`src/rtl/mpsoc_axi4_pkg.sv`:
```
// Shared AXI4 encodings, FSM state type and helpers
// for the memory-to-AXI4 master bridge.
package mpsoc_axi4_pkg;

    localparam logic [1:0] RESP_OKAY   = 2'b00;
    localparam logic [1:0] RESP_EXOKAY = 2'b01;
    localparam logic [1:0] RESP_SLVERR = 2'b10;
    localparam logic [1:0] RESP_DECERR = 2'b11;

    localparam logic [1:0] BURST_FIXED = 2'b00;
    localparam logic [1:0] BURST_INCR  = 2'b01;
    localparam logic [1:0] BURST_WRAP  = 2'b10;

    localparam logic [3:0] CACHE_DEFAULT = 4'b0010;

    typedef enum logic [2:0] {
        ST_IDLE,
        ST_WRITE,
        ST_WRESP,
        ST_READ,
        ST_RRESP
    } state_t;

    // AxSIZE encoding for a beat of the given byte count
    function automatic logic [2:0] axi_size(input int bytes);
        logic [2:0] s;
        s = 3'd0;
        for (int i = 0; i < 8; i++) begin
            if ((1 << i) == bytes) begin
                s = 3'(i);
            end
        end
        return s;
    endfunction

endpackage

```
`src/rtl/mpsoc_axi4_mem_master.sv`:
```
// Memory request interface to AXI4 master bridge.
// Single-beat, one transaction outstanding.
module mpsoc_axi4_mem_master
    import mpsoc_axi4_pkg::*;
#(
    parameter int AXI_ID_WIDTH   = 10,
    parameter int AXI_ADDR_WIDTH = 32,
    parameter int AXI_DATA_WIDTH = 32,
    parameter int AXI_STRB_WIDTH = AXI_DATA_WIDTH / 8,
    parameter int AXI_USER_WIDTH = 10,
    parameter int AXI_ID         = 0
) (
    input  logic                      clk_i,
    input  logic                      rst_i,
    input  logic                      req_i,
    input  logic                      we_i,
    input  logic [AXI_ADDR_WIDTH-1:0] addr_i,
    input  logic [AXI_STRB_WIDTH-1:0] be_i,
    input  logic [AXI_DATA_WIDTH-1:0] data_i,
    output logic                      gnt_o,
    output logic                      rvalid_o,
    output logic [AXI_DATA_WIDTH-1:0] data_o,
    output logic                      err_o,
    output logic [AXI_ID_WIDTH-1:0]   axi_aw_id,
    output logic [AXI_ADDR_WIDTH-1:0] axi_aw_addr,
    output logic [7:0]                axi_aw_len,
    output logic [2:0]                axi_aw_size,
    output logic [1:0]                axi_aw_burst,
    output logic                      axi_aw_lock,
    output logic [3:0]                axi_aw_cache,
    output logic [2:0]                axi_aw_prot,
    output logic [3:0]                axi_aw_qos,
    output logic [3:0]                axi_aw_region,
    output logic [AXI_USER_WIDTH-1:0] axi_aw_user,
    output logic                      axi_aw_valid,
    input  logic                      axi_aw_ready,
    output logic [AXI_DATA_WIDTH-1:0] axi_w_data,
    output logic [AXI_STRB_WIDTH-1:0] axi_w_strb,
    output logic                      axi_w_last,
    output logic [AXI_USER_WIDTH-1:0] axi_w_user,
    output logic                      axi_w_valid,
    input  logic                      axi_w_ready,
    input  logic [AXI_ID_WIDTH-1:0]   axi_b_id,
    input  logic [1:0]                axi_b_resp,
    input  logic [AXI_USER_WIDTH-1:0] axi_b_user,
    input  logic                      axi_b_valid,
    output logic                      axi_b_ready,
    output logic [AXI_ID_WIDTH-1:0]   axi_ar_id,
    output logic [AXI_ADDR_WIDTH-1:0] axi_ar_addr,
    output logic [7:0]                axi_ar_len,
    output logic [2:0]                axi_ar_size,
    output logic [1:0]                axi_ar_burst,
    output logic                      axi_ar_lock,
    output logic [3:0]                axi_ar_cache,
    output logic [2:0]                axi_ar_prot,
    output logic [3:0]                axi_ar_qos,
    output logic [3:0]                axi_ar_region,
    output logic [AXI_USER_WIDTH-1:0] axi_ar_user,
    output logic                      axi_ar_valid,
    input  logic                      axi_ar_ready,
    input  logic [AXI_ID_WIDTH-1:0]   axi_r_id,
    input  logic [AXI_DATA_WIDTH-1:0] axi_r_data,
    input  logic [1:0]                axi_r_resp,
    input  logic                      axi_r_last,
    input  logic [AXI_USER_WIDTH-1:0] axi_r_user,
    input  logic                      axi_r_valid,
    output logic                      axi_r_ready
);

    localparam logic [AXI_ID_WIDTH-1:0] LP_ID = AXI_ID_WIDTH'(AXI_ID);
    localparam logic [2:0] LP_SIZE = axi_size(AXI_STRB_WIDTH);

    state_t r_state;
    state_t w_state_nxt;

    logic [AXI_ADDR_WIDTH-1:0] r_addr;
    logic [AXI_STRB_WIDTH-1:0] r_be;
    logic [AXI_DATA_WIDTH-1:0] r_wdata;
    logic [AXI_DATA_WIDTH-1:0] r_rdata;
    logic                      r_aw_done;
    logic                      r_w_done;
    logic                      r_rvalid;
    logic                      r_err;

    logic w_grant;
    logic w_b_hs;
    logic w_r_hs;
    logic w_unused;

    assign w_unused = ^{axi_b_user, axi_r_user};

    // Grant is suppressed during the completion pulse so a new
    // request is taken only in the cycle after rvalid_o.
    assign w_grant = req_i & (r_state == ST_IDLE) & ~r_rvalid;
    assign w_b_hs  = (r_state == ST_WRESP) & axi_b_valid;
    assign w_r_hs  = (r_state == ST_RRESP) & axi_r_valid;

    assign gnt_o    = w_grant;
    assign rvalid_o = r_rvalid;
    assign err_o    = r_err;
    assign data_o   = r_rdata;

    assign axi_aw_id     = LP_ID;
    assign axi_aw_addr   = r_addr;
    assign axi_aw_len    = 8'd0;
    assign axi_aw_size   = LP_SIZE;
    assign axi_aw_burst  = BURST_INCR;
    assign axi_aw_lock   = 1'b0;
    assign axi_aw_cache  = CACHE_DEFAULT;
    assign axi_aw_prot   = 3'b000;
    assign axi_aw_qos    = 4'd0;
    assign axi_aw_region = 4'd0;
    assign axi_aw_user   = '0;
    assign axi_w_data    = r_wdata;
    assign axi_w_strb    = r_be;
    assign axi_w_last    = 1'b1;
    assign axi_w_user    = '0;
    assign axi_ar_id     = LP_ID;
    assign axi_ar_addr   = r_addr;
    assign axi_ar_len    = 8'd0;
    assign axi_ar_size   = LP_SIZE;
    assign axi_ar_burst  = BURST_INCR;
    assign axi_ar_lock   = 1'b0;
    assign axi_ar_cache  = CACHE_DEFAULT;
    assign axi_ar_prot   = 3'b000;
    assign axi_ar_qos    = 4'd0;
    assign axi_ar_region = 4'd0;
    assign axi_ar_user   = '0;

    // State register
    always_ff @(posedge clk_i) begin
        if (rst_i) begin
            r_state <= ST_IDLE;
        end else begin
            r_state <= w_state_nxt;
        end
    end

    // Next state and channel valids/readies, all decoded from registers
    always_comb begin
        w_state_nxt  = r_state;
        axi_aw_valid = 1'b0;
        axi_w_valid  = 1'b0;
        axi_b_ready  = 1'b0;
        axi_ar_valid = 1'b0;
        axi_r_ready  = 1'b0;
        unique case (r_state)
            ST_IDLE: begin
                if (w_grant) begin
                    w_state_nxt = we_i ? ST_WRITE : ST_READ;
                end
            end
            ST_WRITE: begin
                axi_aw_valid = ~r_aw_done;
                axi_w_valid  = ~r_w_done;
                if ((r_aw_done | axi_aw_ready) &&
                    (r_w_done | axi_w_ready)) begin
                    w_state_nxt = ST_WRESP;
                end
            end
            ST_WRESP: begin
                axi_b_ready = 1'b1;
                if (axi_b_valid) begin
                    w_state_nxt = ST_IDLE;
                end
            end
            ST_READ: begin
                axi_ar_valid = 1'b1;
                if (axi_ar_ready) begin
                    w_state_nxt = ST_RRESP;
                end
            end
            ST_RRESP: begin
                axi_r_ready = 1'b1;
                if (axi_r_valid) begin
                    w_state_nxt = ST_IDLE;
                end
            end
            default: w_state_nxt = ST_IDLE;
        endcase
    end

    // Command buffer, handshake flags and completion registers
    always_ff @(posedge clk_i) begin
        if (rst_i) begin
            r_addr    <= '0;
            r_be      <= '0;
            r_wdata   <= '0;
            r_rdata   <= '0;
            r_aw_done <= 1'b0;
            r_w_done  <= 1'b0;
            r_rvalid  <= 1'b0;
            r_err     <= 1'b0;
        end else begin
            if (w_grant) begin
                r_addr    <= addr_i;
                r_be      <= be_i;
                r_wdata   <= data_i;
                r_aw_done <= 1'b0;
                r_w_done  <= 1'b0;
            end else if (r_state == ST_WRITE) begin
                r_aw_done <= r_aw_done | axi_aw_ready;
                r_w_done  <= r_w_done | axi_w_ready;
            end
            r_rvalid <= w_b_hs | w_r_hs;
            r_err    <= 1'b0;
            if (w_b_hs) begin
                r_err <= (axi_b_resp != RESP_OKAY) |
                         (axi_b_id != LP_ID);
            end
            if (w_r_hs) begin
                r_rdata <= axi_r_data;
                r_err   <= (axi_r_resp != RESP_OKAY) |
                           ~axi_r_last |
                           (axi_r_id != LP_ID);
            end
        end
    end

endmodule
```
`config.mk`:
```
export PLATFORM = sky130hd
export DESIGN_NAME = mpsoc_axi4_mem_master
export DESIGN_NICKNAME = d
export VERILOG_FILES = /design/src/rtl/mpsoc_axi4_pkg.sv /design/src/rtl/mpsoc_axi4_mem_master.sv
export SDC_FILE = /design/constraint.sdc
export NUM_CORES = 1
export LEC_CHECK = 0
export ABC_AREA = 1
export CAP_MARGIN = 25
export CORE_AREA = 5 5 154 156
export CTS_CLUSTER_DIAMETER = 40
export DETAILED_ROUTE_END_ITERATION = 12
export DIE_AREA = 0 0 159 161
export SETUP_SLACK_MARGIN = 0.2
export SLEW_MARGIN = 40
export SYNTH_ARGS = -nofsm -noshare
export SYNTH_HDL_FRONTEND = slang
export SYNTH_SLANG_ARGS = --single-unit
```
`constraint.sdc`:
```
create_clock -name clk_i -period 1.9 [get_ports clk_i]
set_clock_uncertainty 0.2 [all_clocks]
set_input_delay 0.285 -clock clk_i [delete_from_list [all_inputs] [get_ports clk_i]]
set_output_delay 0.285 -clock clk_i [all_outputs]
set_load 0.005 [all_outputs]
```
==> impl_metrics.csv <==
group,metric,value,unit
yosys,synth_edf_count,0,
worst_hold_path,whs_path_depth,3,
floorplan,rows,55,
floorplan,die_h,161,um
worst_hold_path,hp-class,"input pin to flip-flop",
clock_tree,cts_tree,"done",
yosys,yosysMostFrequentCell,"nor2_1",
critical_path,crit_top_cell,"buf_6",
critical_path,crit_type,"flip-flop to output pin",
global_routing,antenna_found_initial,0,
yosys,syn_inst,658,
sta,fin_crit,1.785,ns
sta,clock.fmax,560.3,MHz
sta,finalHoldViolCount,0,
worst_hold_path,hp-start,"rst_i",
sta,slew_violations,0,
worst_hold_path,min_to,"data_o[27]$_SDFFE_PP0P_",
layout,finalInstanceArea,8280,um^2
clock_tree,numCtsBuffers,9,
critical_path,regToRegSetupSlack,0.15,ns
yosys,ys_types,23,
critical_path,r2r-start,"r_state[1]$_SDFFE_PP0P_",
critical_path,cp_data_arrival_time,1.30,ns
floorplan,die_w,159,um
floorplan,initial_utilization,22.63,%
place,place_congestion,0.7441,
yosys,yosysTopAreaCell,"dfxtp_1",
power_and_ir_drop,ir_drop,493.3,uV
route,vias_per_cell,3.980,
yosys,synth-seq-cells,107,
layout,layoutNonFillerInstCount,1217,
status,status,"completed",
yosys,syn_area_per_cell,7.644,um^2
layout,antenna_cells,0,
global_routing,grt.total_usage,12.57,%
sta,setup_violations,0,
critical_path,crit_buf_inv,3,
critical_path,cp_cell_sequence,"buf_6, nor3_4, nand3_2, inv_2, buf_6",
clock_tree,clk_pin_slew,0.08,ns
critical_path,cp_max_fo,4,
layout,synthToLayoutAreaGrowth,64.63,%
clock_tree,cts_buffer_depth,2,
layout,design.final.nets,1081,
route,drtAntennaViolNets,0,
clock_tree,clk_latency,0.35,ns
yosys,yosys-top-cells-count,"nor2_1 (155), buf_4 (148), dfxtp_1 (107)",
route,dr.max_layer_used,"met4",
critical_path,max_stage_delay,0.36,ns
power_and_ir_drop,power,7.986,mW
route,wl,18140,um
global_routing,overflow,0,
route,wl_met2,8939,um
critical_path,cp.required,1.41,ns
clock_tree,numClockSinks,107,
layout,fin_util,37.25,%
yosys,yosys_warnings,0,
sta,period_share,93.93,%
yosys,synth-main-ff-cell,"dfxtp_1",
floorplan,die_area,25600,um^2
critical_path,rr_worst_depth,9,
clock_tree,root_buffer,"clkbuf_16",
global_routing,grt_pass1_wl,25780,um
critical_path,critical_path.slowest_cell,"dfxtp_4",
global_routing,grt_start_max_net_pins,33,
critical_path,endpoint_kind,"output pin",
power_and_ir_drop,leakage,4.319,nW
yosys,synthTopCellsByArea,"dfxtp_1 (43%), buf_4 (22%), nor2_1 (12%)",
route,num_vias,4844,
route,first_pass_iters,4,
power_and_ir_drop,power.density,964.4,nW/um^2
floorplan,core,22230,um^2
yosys,netlist_area,5030,um^2
clock_tree,cts_max_level,3,
sta,rsz0062_at_grt,"yes",
place,portBuffers,273,
layout,layout-drive-gt1-share,14.16,%
route,drc_errors,0,
floorplan,ios,403,
place,dp.cells,1177,
route,wl_per_cell,14.90,um
critical_path,worst_setup_path_start_kind,"flip-flop",
critical_path,worstReg2RegEnd,"axi_ar_addr[16]$_SDFFE_PP0P_",
critical_path,cp_top_family,"flip-flops",
route,met3_length,1933,um
route,m1WireLength,6973,um
route,drt_iter0_markers,199,
place,dpl.hpwl,13020,um
yosys,async_reset_ff_share,0,%
global_routing,grt_pass1_vias,4592,
place,placed_area,7562,um^2
yosys,yosysTopAreaCellShare,42.59,%
job,cap_violations,0,
yosys,yosysSeqAreaShare,42.59,%
power by group:
part	switching, mW	leakage, nW	internal (mW)	total (mW)
logic	1.43	3.28	1.75	3.18
registers	0.222	0.892	2.68	2.90
clock network	0.952	0.148	0.956	1.91
total	2.60	4.32	5.38	7.99
logic make-up after synthesis:
group	synth area share [%]
other	0.1493
DFF	42.59
and+or+nand+nor	20.67
buffers and inverters	25.85
AOI/OAI and AO/OA	10.75
layout make-up:
type / instances / area, um^2
inverter: 14 / 52.55
timing repair buffer: 329 / 3354
tap: 285 / 356.6
sequential: 107 / 2197
clock buffer: 10 / 239.0
multi-input combinational: 466 / 2022
clock inverter: 6 / 58.81
fill: 2364 / 13950
tightest hold or removal path, stage by stage:
cell and delay [ns]:
buf_2 0.10, buf_4 0.28, a21oi_1 0.06
how the worst max path moves through the flow:
| stage | endpoint | cells past startpoint | from |
|---|---|---|---|
| finish | gnt_o | 5 | r_state[1]$_SDFFE_PP0P_ |
| global route | gnt_o | 5 | r_state[1]$_SDFFE_PP0P_ |
| floorplan | gnt_o | 5 | r_state[2]$_SDFFE_PP0P_ |
| detailed placement | gnt_o | 4 | req_i |
| CTS | axi_w_data[9]$_SDFFE_PP0P_ | 7 | r_state[0]$_SDFFE_PP0P_ |
| global placement | gnt_o | 4 | req_i |
flip-flops by register name (all words and copies together), names as in the netlist:
name,count
data_o,32
axi_w_strb,4
axi_ar_addr,32
err_o,1
axi_w_data,32
rvalid_o,1
r_aw_done,1
r_w_done,1
r_state,3
per-layer routing:
| layer | track usage (%) | vias up |
|---|---|---|
| li1 | - | 2393 |
| met4 | 3.257 | 0 |
| met2 | 21.82 | 262 |
| met5 | 0 | - |
| met3 | 6.226 | 16 |
| met1 | 13.73 | 2173 |
stage by stage:
step / setup WS (ns) / TNS, ns / hold WS, ns
6_report: 0.1154 / 0 / 0.2257
5_1_grt: 0.02292 / 0 / 0.2271
4_1_cts: 0.08025 / 0 / 0.2131
3_5_place_dp: -0.04025 / -0.07279 / 0.2558
3_3_place_gp: -0.03104 / -0.04579 / 0.2507
2_1_floorplan: 0.3639 / 0 / 0.2377
cells in the final DEF, fill, tap and decap left out:
cell type	netlist	layout
dfxtp_2	0	35
inv_1	13	10
clkinv_8	0	1
conb_1	2	109
buf_16	0	4
nand3b_1	2	2
inv_8	0	1
a211oi_1	2	2
nor2_2	0	4
buf_4	148	35
nand2_1	47	46
clkbuf_16	0	13
nand3_2	2	2
nor2_4	0	1
nor3_1	2	2
o21ai_1	0	3
dlygate4sd2_1	0	91
nor2_1	155	150
nor3_4	1	3
buf_6	2	10
buf_12	0	4
dlymetal6s2s_1	0	40
clkinv_4	0	2
dfxtp_1	107	69
clkdlybuf4s50_1	0	135
buf_8	0	1
buf_2	6	5
nand3_1	35	35
clkbuf_8	0	1
inv_2	1	4
clkinv_2	0	1
inv_6	0	1
nand2_2	0	1
nor4_1	1	1
nand4_1	3	3
a21oi_1	36	36
dfxtp_4	0	3
o21ai_0	69	66
timing repair:
action | in CTS | in global routing
hold buffers | 0 | 0
buffers inserted | 11 | 5
setup endpoints to repair | 210 | 121
gates cloned | 3 | 5
pin swaps | 5 | 6
resized for setup | 161 | 62
No activity file was read; power rests on OpenSTA's default activity.
